<file path="src/rtl/gate_sweep_if.sv">
// Bundles the sweep handshake and the gate-facing pins.
// The master side is the environment that requests a sweep and provides Y;
// the slave side is gate_sweep_ctrl.
// GATE_SWEEP_FAIL_LOG_EN adds the per-vector FAIL_VEC log.
interface gate_sweep_if;
  logic       START;
  logic       Y;
  logic       A;
  logic       B;
  logic       BUSY;
  logic       DONE;
  logic       PASS;
  logic [2:0] ERR_CNT;
  logic [1:0] VEC_IDX;
`ifdef GATE_SWEEP_FAIL_LOG_EN
  logic [3:0] FAIL_VEC;

  modport master (output START, Y,
                  input  A, B, BUSY, DONE, PASS, ERR_CNT, VEC_IDX, FAIL_VEC);
  modport slave  (input  START, Y,
                  output A, B, BUSY, DONE, PASS, ERR_CNT, VEC_IDX, FAIL_VEC);
`else
  modport master (output START, Y,
                  input  A, B, BUSY, DONE, PASS, ERR_CNT, VEC_IDX);
  modport slave  (input  START, Y,
                  output A, B, BUSY, DONE, PASS, ERR_CNT, VEC_IDX);
`endif
endinterface

</file>
<file path="src/rtl/gate_sweep_ctrl.sv">
// Clocked stimulus sequencer for a 2-input AND gate.
// Walks {A,B} through 00,01,10,11, holding each vector HOLD_CYCLES clocks,
// checks Y on the last hold cycle of each vector, then pulses DONE and
// reports ERR_CNT / PASS. All outputs are registered.
// Optional: GATE_SWEEP_FAIL_LOG_EN enables the sticky FAIL_VEC log.
module gate_sweep_ctrl #(
  parameter int HOLD_CYCLES = 100
) (
  input  logic         CLK,
  input  logic         RST_N,
  gate_sweep_if.slave  bus
);

  localparam int HW = (HOLD_CYCLES > 1) ? $clog2(HOLD_CYCLES) : 1;
  localparam logic [HW-1:0] HOLD_LAST = HW'(HOLD_CYCLES - 1);

  typedef enum logic [1:0] {IDLE, DRIVE, FIN} state_t;

  state_t        state_q, state_d;
  logic [1:0]    vec_q, vec_d;
  logic [HW-1:0] hold_q, hold_d;
  logic [2:0]    err_q, err_d;
  logic          pass_q, pass_d;
  logic          a_q, a_d, b_q, b_d;
  logic          busy_q, busy_d;
  logic          done_q, done_d;
`ifdef GATE_SWEEP_FAIL_LOG_EN
  logic [3:0]    fail_q, fail_d;
`endif

  logic at_last;
  logic mismatch;

  // Y is checked against the registered vector, so the final vector's
  // result lands on the same edge that enters FIN and PASS can include it.
  assign at_last  = (hold_q == HOLD_LAST);
  assign mismatch = (bus.Y != (vec_q[1] & vec_q[0]));

  // Next-state and next-output computation for the sweep FSM.
  always_comb begin
    state_d = state_q;
    vec_d   = vec_q;
    hold_d  = hold_q;
    err_d   = err_q;
    pass_d  = pass_q;
    a_d     = a_q;
    b_d     = b_q;
    busy_d  = busy_q;
    done_d  = 1'b0;
`ifdef GATE_SWEEP_FAIL_LOG_EN
    fail_d  = fail_q;
`endif
    case (state_q)
      IDLE: begin
        a_d    = 1'b0;
        b_d    = 1'b0;
        busy_d = 1'b0;
        if (bus.START) begin
          state_d = DRIVE;
          vec_d   = 2'd0;
          hold_d  = '0;
          err_d   = 3'd0;
          pass_d  = 1'b0;
          busy_d  = 1'b1;
`ifdef GATE_SWEEP_FAIL_LOG_EN
          fail_d  = 4'd0;
`endif
        end
      end
      DRIVE: begin
        hold_d = hold_q + 1'b1;
        if (at_last) begin
          hold_d = '0;
          if (mismatch) begin
            err_d = err_q + 3'd1;
`ifdef GATE_SWEEP_FAIL_LOG_EN
            fail_d[vec_q] = 1'b1;
`endif
          end
          if (vec_q == 2'd3) begin
            state_d = FIN;
            done_d  = 1'b1;
            busy_d  = 1'b0;
            a_d     = 1'b0;
            b_d     = 1'b0;
            pass_d  = (err_d == 3'd0);
          end else begin
            vec_d = vec_q + 2'd1;
            a_d   = vec_d[1];
            b_d   = vec_d[0];
          end
        end
      end
      FIN: begin
        state_d = IDLE;
      end
      default: begin
        state_d = IDLE;
        a_d     = 1'b0;
        b_d     = 1'b0;
        busy_d  = 1'b0;
      end
    endcase
  end

  // State and registered outputs; async reset returns everything to idle.
  always_ff @(posedge CLK or negedge RST_N) begin
    if (!RST_N) begin
      state_q <= IDLE;
      vec_q   <= 2'd0;
      hold_q  <= '0;
      err_q   <= 3'd0;
      pass_q  <= 1'b0;
      a_q     <= 1'b0;
      b_q     <= 1'b0;
      busy_q  <= 1'b0;
      done_q  <= 1'b0;
`ifdef GATE_SWEEP_FAIL_LOG_EN
      fail_q  <= 4'd0;
`endif
    end else begin
      state_q <= state_d;
      vec_q   <= vec_d;
      hold_q  <= hold_d;
      err_q   <= err_d;
      pass_q  <= pass_d;
      a_q     <= a_d;
      b_q     <= b_d;
      busy_q  <= busy_d;
      done_q  <= done_d;
`ifdef GATE_SWEEP_FAIL_LOG_EN
      fail_q  <= fail_d;
`endif
    end
  end

  assign bus.A       = a_q;
  assign bus.B       = b_q;
  assign bus.BUSY    = busy_q;
  assign bus.DONE    = done_q;
  assign bus.PASS    = pass_q;
  assign bus.ERR_CNT = err_q;
  assign bus.VEC_IDX = vec_q;
`ifdef GATE_SWEEP_FAIL_LOG_EN
  assign bus.FAIL_VEC = fail_q;
`endif

endmodule

</file>
<file path="src/flat_wrapper.sv">
// flat-port wrapper written by rule: the top's interface ports become plain ports
module gate_sweep_ctrl_flat 
#(
  parameter int HOLD_CYCLES = 100
)
  (CLK, RST_N, bus_START, bus_Y, bus_A, bus_B, bus_BUSY, bus_DONE, bus_PASS, bus_ERR_CNT, bus_VEC_IDX);
  gate_sweep_if bus_i ();
  input  logic CLK;
  input  logic RST_N;
  input wire logic [$bits(bus_i.START)-1:0] bus_START;
  input wire logic [$bits(bus_i.Y)-1:0] bus_Y;
  output wire logic [$bits(bus_i.A)-1:0] bus_A;
  output wire logic [$bits(bus_i.B)-1:0] bus_B;
  output wire logic [$bits(bus_i.BUSY)-1:0] bus_BUSY;
  output wire logic [$bits(bus_i.DONE)-1:0] bus_DONE;
  output wire logic [$bits(bus_i.PASS)-1:0] bus_PASS;
  output wire logic [$bits(bus_i.ERR_CNT)-1:0] bus_ERR_CNT;
  output wire logic [$bits(bus_i.VEC_IDX)-1:0] bus_VEC_IDX;
  assign bus_i.START = bus_START;
  assign bus_i.Y = bus_Y;
  assign bus_A = bus_i.A;
  assign bus_B = bus_i.B;
  assign bus_BUSY = bus_i.BUSY;
  assign bus_DONE = bus_i.DONE;
  assign bus_PASS = bus_i.PASS;
  assign bus_ERR_CNT = bus_i.ERR_CNT;
  assign bus_VEC_IDX = bus_i.VEC_IDX;
  gate_sweep_ctrl #(.HOLD_CYCLES(HOLD_CYCLES)) u_core (.CLK(CLK), .RST_N(RST_N), .bus(bus_i));
endmodule
</file>
<file path="config.mk">
export PLATFORM = sky130hd
export DESIGN_NAME = gate_sweep_ctrl_flat
export DESIGN_NICKNAME = d
export VERILOG_FILES = /design/src/rtl/gate_sweep_if.sv /design/src/rtl/gate_sweep_ctrl.sv /design/src/flat_wrapper.sv
export SDC_FILE = /design/constraint.sdc
export NUM_CORES = 1
export LEC_CHECK = 0
export ABC_AREA = 1
export CORE_MARGIN = 2
export CORE_UTILIZATION = 30
export DETAILED_ROUTE_END_ITERATION = 12
export PLACE_DENSITY = 0.6
export SYNTH_ARGS = -nofsm -noshare
export SYNTH_HDL_FRONTEND = slang
export SYNTH_SLANG_ARGS = --single-unit
</file>
<file path="constraint.sdc">
create_clock -name CLK -period 1.3 [get_ports CLK]
set_input_delay 0.13 -clock CLK [delete_from_list [all_inputs] [get_ports CLK]]
set_output_delay 0.13 -clock CLK [all_outputs]
set_load 0.1 [all_outputs]
</file>
==> results.json, run 1 <==
{
  "cts_buffers": 3,
  "final_nets": 166,
  "layout_min_cycle_time_ns": 1.293,
  "fin_skew_ns": 0.002889,
  "grt_setup_unrepaired": "true",
  "drv_slew": 0,
  "clock_sinks": 19,
  "avgSynthCellArea_um2": 7.944,
  "h-tree-depth": 1,
  "fmax_mhz": 773.4,
  "ioPinCount": 14,
  "p_per_area_mw_per_mm2": 610.6,
  "drt-met1-wl_um": 947,
  "r2r_end": "u_core.bus.PASS$_DFFE_PN0P_",
  "wl_met2_um": 1194,
  "vias": 912,
  "avgRoutedWirePerCell_um": 11.15,
  "synth_area_mm2": 0.001025,
  "antenna_cells": 0,
  "r2r_setup_slack_ns": 0.007,
  "ctsHoldBuffers": 0,
  "p_leak_uw": 0.0007153,
  "drtAntennaViolNets": 0,
  "syn2layout_area_growth_pct": 49.21,
  "highest_layer": "met4",
  "synth_seq_area_share_pct": 46.40,
  "cts_root_buf": "clkbuf_4",
  "clk_pin_slew_ns": 0.11,
  "ys_ff_latch": 19,
  "crit_type": "flop to flop",
  "rows": 21,
  "finalSetupViolCount": 0,
  "critPathMaxFanout": 5,
  "slew_headroom_pct": 73.69,
  "grt_overflow": 0,
  "vdd_drop_max_mv": 0.3239,
  "portBuffers": 13,
  "totalWireLength_um": 2274,
  "clockBufferDepth": 2,
  "clock_latency_ns": 0.30,
  "layout_commonest_cell": "nand2_1",
  "outcome": "complete, no violations",
  "ys_warn_count": 0,
  "gp_congestion": 0.7485,
  "drcViolationCount": 0,
  "tritoncts": "yes",
  "worstMarginPinSlew_ns": 0.3921,
  "dp_cells": 199,
  "multi_input_area_um2": 571.8,
  "period_share_pct": 99.46,
  "first_pass_iters": 4,
  "syn_inst": 129,
  "rr_worst_depth": 8,
  "seq_area_um2": 486.7,
  "final_cell_mix": "nand2_1 (38), dfrtp_1 (14), buf_4 (12)",
  "worstPathArrival_ns": 1.54,
  "dieArea_mm2": 0.003899,
  "ys_types": 21,
  "groute.usage.overall_pct": 12.11,
  "grt_pass1_wl_um": 3760,
  "worstPathRequired_ns": 1.55,
  "grt_pass1_vias": 885,
  "layout.cells.non_filler": 204,
  "maxCapViolCount": 0,
  "grt_max_degree": 20,
  "hold_viol_final": 0,
  "r2r_start": "u_core.bus.VEC_IDX[1]$_DFFE_PN0P_",
  "setup_tns_ns": 0,
  "cp-end-kind": "flop",
  "start_kind": "flop",
  "antenna_found_initial": 0,
  "layout-drive-gt1-share_pct": 41.14,
  "final_core_util_pct": 46.18,
  "wl_met3_um": 72,
  "power_uw": 933.6,
  "fp.dieH_um": 62.45,
  "hold_class": "input pin to asynchronous set/reset pin",
  "core-area_mm2": 0.003311,
  "fp.dieW_um": 62.45,
  "drtIter0Drc": 6,
  "initial_core_util_pct": 30.95,
  "n_fill_cell": 334,
  "syn-num-nets": 136,
  "vias_per_cell": 4.471,
  "dp_hpwl_um": 1662
}
[worst max-delay path, stage by stage (launching register included)]
cell     delay (ns)
dfrtp_4        0.51
ha_4           0.20
inv_4          0.07
nand2_4        0.07
nand3_2        0.08
nand3_1        0.07
nor2_1         0.12
nand2_1        0.06
nand2_1        0.05
[metrics by stage]
step	hold slack (ns)	setup slack (ns)	instance area, um2
floorplan	-0.1656	-0.1138	1051
global placement	0.4951	-0.01008	1421
finish	0.1555	0.006966	1529
global route	0.1775	-0.09525	1529
detailed placement	0.4924	-0.05499	1421
CTS	0.1631	0.003379	1455
[registers in the layout, summed over array words and instances (netlist names)]
register / count
u_core.bus.ERR_CNT: 3
u_core.bus.DONE: 1
u_core.bus.B: 1
u_core.bus.A: 1
u_core.state_q: 2
u_core.bus.BUSY: 1
u_core.hold_q: 7
u_core.bus.PASS: 1
u_core.bus.VEC_IDX: 2
[report_power, final]
group | total, uW | switching [uW] | internal, uW
Combinational | 36.0 | 22.3 | 13.7
Clock | 307 | 187 | 120
Sequential | 591 | 0 | 591
[cells by family (layout without fill, tap and decap cells)]
logic type                 Yosys count  after routing  share of synthesized area [%]
AOI/OAI and AO/OA                   10             10                          5.250
and+or+nand+nor                     78             78                          36.75
xor gates and xnor gates             2              2                          1.710
DFF                                 19             19                          46.40
buffers and inverters               17             46                          6.227
adders and majority gates            3              3                          3.663
[Yosys cell counts]
cell type / count / share of area (%)
xnor2_1: 1 / 0.85
inv_1: 8 / 2.9
ha_1: 3 / 3.7
nor2_2: 4 / 2.4
nor2_4: 2 / 2.2
nand3_4: 1 / 1.7
o21bai_1: 1 / 0.73
o21ai_0: 1 / 0.49
nand2_1: 45 / 16
inv_2: 9 / 3.3
nor2_1: 6 / 2.2
nand4_1: 2 / 1.2
xor2_1: 1 / 0.85
dfrtp_1: 19 / 46
nand3_2: 1 / 0.98
o22ai_1: 1 / 0.61
nand2_2: 3 / 1.8
nand3_1: 12 / 5.9
o21ai_1: 7 / 3.4
nand3b_1: 1 / 0.73
nand2_4: 1 / 1.1
[per-layer routing]
layer / vias to the layer above / track usage (%)
met5: - / 0
met1: 423 / 13.89
met3: 7 / 2.342
met4: 0 / 8.056
met2: 15 / 20.43
li1: 467 / -
[timing repair]
item	CTS	global route
resized for setup	2	17
cloned	0	0
pin swaps	1	6
setup buffers	0	1
endpoints found under the setup margin	3	14
[cell type report]
type                    count  share of cell area (%)
inverters                  17                   4.337
clock buffers               4                   1.718
well taps                  46                   3.764
flip-flops and latches     19                   31.83
repair buffers             25                   20.95
multi-input cells          93                   37.40
[worst max-delay path by stage]
| stage | end | cells past startpoint | from | slack [ns] |
|---|---|---|---|---|
| after floorplan | u_core.bus.PASS$_DFFE_PN0P_ | 9 | u_core.bus.VEC_IDX[1]$_DFFE_PN0P_ | -0.11 |
| after global placement | u_core.bus.PASS$_DFFE_PN0P_ | 7 | bus_START | -0.01 |
| after detailed placement | u_core.bus.PASS$_DFFE_PN0P_ | 7 | bus_START | -0.05 |
| after CTS | u_core.bus.PASS$_DFFE_PN0P_ | 9 | u_core.bus.VEC_IDX[1]$_DFFE_PN0P_ | 0.003 |
| after global routing | u_core.bus.PASS$_DFFE_PN0P_ | 9 | u_core.bus.VEC_IDX[1]$_DFFE_PN0P_ | -0.1 |
| final | u_core.bus.PASS$_DFFE_PN0P_ | 8 | u_core.bus.VEC_IDX[1]$_DFFE_PN0P_ | 0.007 |
Power figures use the tool's default switching activity.
==> inputs of run 2 (changes only) <==
--- a/config.mk
+++ b/config.mk
@@ -6,10 +6,9 @@
 export NUM_CORES = 1
 export LEC_CHECK = 0
 export ABC_AREA = 1
-export CORE_MARGIN = 2
 export CORE_UTILIZATION = 30
 export DETAILED_ROUTE_END_ITERATION = 12
-export PLACE_DENSITY = 0.6
+export PLACE_DENSITY = 0.58
 export SYNTH_ARGS = -nofsm -noshare
 export SYNTH_HDL_FRONTEND = slang
 export SYNTH_SLANG_ARGS = --single-unit
==> constraint.sdc (replaced) <==
create_clock -name CLK -period 1.7 [get_ports CLK]
set_input_delay 0.17 -clock CLK [delete_from_list [all_inputs] [get_ports CLK]]
set_output_delay 0.17 -clock CLK [all_outputs]
set_load 0.1 [all_outputs]
==> results.json, run 2 (synthesis gave the netlist of run 1 again) <==
{
  "fin_skew_ns": 0.005264,
  "h-tree-depth": 1,
  "totalWireLength_um": 2192,
  "layout-drive-gt1-share_pct": 27.03,
  "multi_input_area_um2": 485.5,
  "outcome": "complete, no violations",
  "finalSetupViolCount": 0,
  "drv_slew": 0,
  "rows": 20,
  "layout_min_cycle_time_ns": 1.441,
  "clock_sinks": 19,
  "hold_class": "input pin to asynchronous set/reset pin",
  "clk_pin_slew_ns": 0.11,
  "maxCapViolCount": 0,
  "r2r_setup_slack_ns": 0.26,
  "fmax_mhz": 694.0,
  "postCtsSetupBuffers": 0,
  "grt_pass1_wl_um": 3801,
  "crit_chain": "ha_1, inv_1, nand2_1, nand2_1, nand2_1, nand3_1, nor2_1, nand2_1, nand2_1",
  "crit_path_frequent_cell": "nand2_1",
  "setup_ws_ns": 0.2591,
  "n_fill_cell": 349,
  "groute.usage.overall_pct": 14.17,
  "drtIter0Drc": 37,
  "portBuffers": 13,
  "ctsHoldBuffers": 0,
  "final_cell_mix": "nand2_1 (45), dfrtp_1 (15), nand3_1 (12)",
  "cts_resized": 0,
  "dp_slack_ns": 0.2874,
  "regMostFlops": "u_core.hold_q",
  "fp.dieH_um": 60.45,
  "worstPathArrival_ns": 1.64,
  "slowest_stage": "dfrtp_2",
  "ioPinCount": 14,
  "worstPathRequired_ns": 1.90,
  "grt_overflow": 0,
  "final_nets": 156,
  "dieArea_mm2": 0.003654,
  "dp_hpwl_um": 1716,
  "cp_slowest_stage_delay_ns": 0.46,
  "crit_type": "flop to flop",
  "period_share_pct": 84.76,
  "dp_cells": 188,
  "seq_area_um2": 480.5,
  "vdd_drop_max_mv": 0.3360,
  "start_kind": "flop",
  "p_per_area_mw_per_mm2": 551.7,
  "vias_per_cell": 4.641,
  "syn2layout_area_growth_pct": 25.03,
  "worstMarginPinSlew_ns": 0.2956,
  "antenna_cells": 0,
  "cp-end-kind": "flop",
  "layout_commonest_cell": "nand2_1",
  "antenna_found_initial": 0,
  "crit_path_end": "u_core.bus.PASS$_DFFE_PN0P_",
  "initial_core_util_pct": 32.50,
  "gp_congestion": 0.7981,
  "hold_viol_final": 0,
  "vias": 891,
  "largest_reg_flops": 7,
  "drtAntennaViolNets": 0,
  "r2r_end": "u_core.bus.PASS$_DFFE_PN0P_",
  "first_pass_iters": 4,
  "r2r_start": "u_core.bus.VEC_IDX[0]$_DFFE_PN0P_",
  "cts_buffers": 3,
  "cts_root_buf": "clkbuf_4",
  "critPathMaxFanout": 5,
  "grt_max_degree": 20,
  "grt_setup_unrepaired": "false",
  "setup_tns_ns": 0,
  "fp.dieW_um": 60.45,
  "grt_pass1_vias": 863,
  "p_leak_uw": 0.0006328,
  "tritoncts": "yes",
  "avgRoutedWirePerCell_um": 11.42,
  "slew_headroom_pct": 80.30,
  "core-area_mm2": 0.003153,
  "rr_worst_depth": 9,
  "clockBufferDepth": 2,
  "drcViolationCount": 0,
  "crit_start": "u_core.bus.VEC_IDX[0]$_DFFE_PN0P_",
  "layout.cells.non_filler": 192,
  "clock_latency_ns": 0.30
}
[run 2: through the flow]
step / area, um2 / util [%] / power [uW] / hold slack (ns)
finish: 1281 / 40.63 / 706.8 / 0.1898
global route: 1281 / 40.63 / 740.6 / 0.2114
CTS: 1281 / 40.63 / 717.4 / 0.1986
detailed placement: 1255 / 39.80 / 485.0 / 0.4697
global placement: 1255 / 39.80 / 484.3 / 0.4616
floorplan: 1030 / - / 465.0 / -0.1256
[run 2: layer usage]
layer / GRT usage, % / wire, um
met5: 0 / 0
met2: 23.55 / 1052
met4: 1.948 / 0
met1: 18.86 / 1022
met3: 4.051 / 117
[run 2: worst min-delay path by stage]
stage,slack [ns],endpoint,depth (start not counted)
final,0.19,u_core.hold_q[4]$_DFFE_PN0P_,2
after global routing,0.21,u_core.hold_q[4]$_DFFE_PN0P_,2
after CTS,0.20,u_core.hold_q[4]$_DFFE_PN0P_,2
after detailed placement,0.47,u_core.bus.BUSY$_DFFE_PN0P_,2
after global placement,0.46,u_core.bus.BUSY$_DFFE_PN0P_,2
after floorplan,-0.13,u_core.bus.A$_DFFE_PN0P_,0
[run 2: layout make-up]
cell class,count,area share [%]
multi-input combinational,93,37.89
tap,44,4.297
inverter,17,4.980
sequential,19,37.50
timing repair buffer,15,13.28
clock buffer,4,2.051
[run 2: where the power goes]
group          leakage, uW  switching, uW  internal (uW)  total (uW)
sequential        0.000239              0            452         452
combinational     0.000379           14.2           9.22        23.5
clock            0.0000150            140           91.3         232
total             0.000633            155            552         707
[run 2: worst max-delay path: cells and delay by family, from the launching register on]
kind | cells | cell delay [ns]
flip-flops | 1 | 0.46
buffers and inverters | 1 | 0.10
AND/OR/NAND/NOR | 7 | 0.53
adder cells (fa/ha/maj) | 1 | 0.26
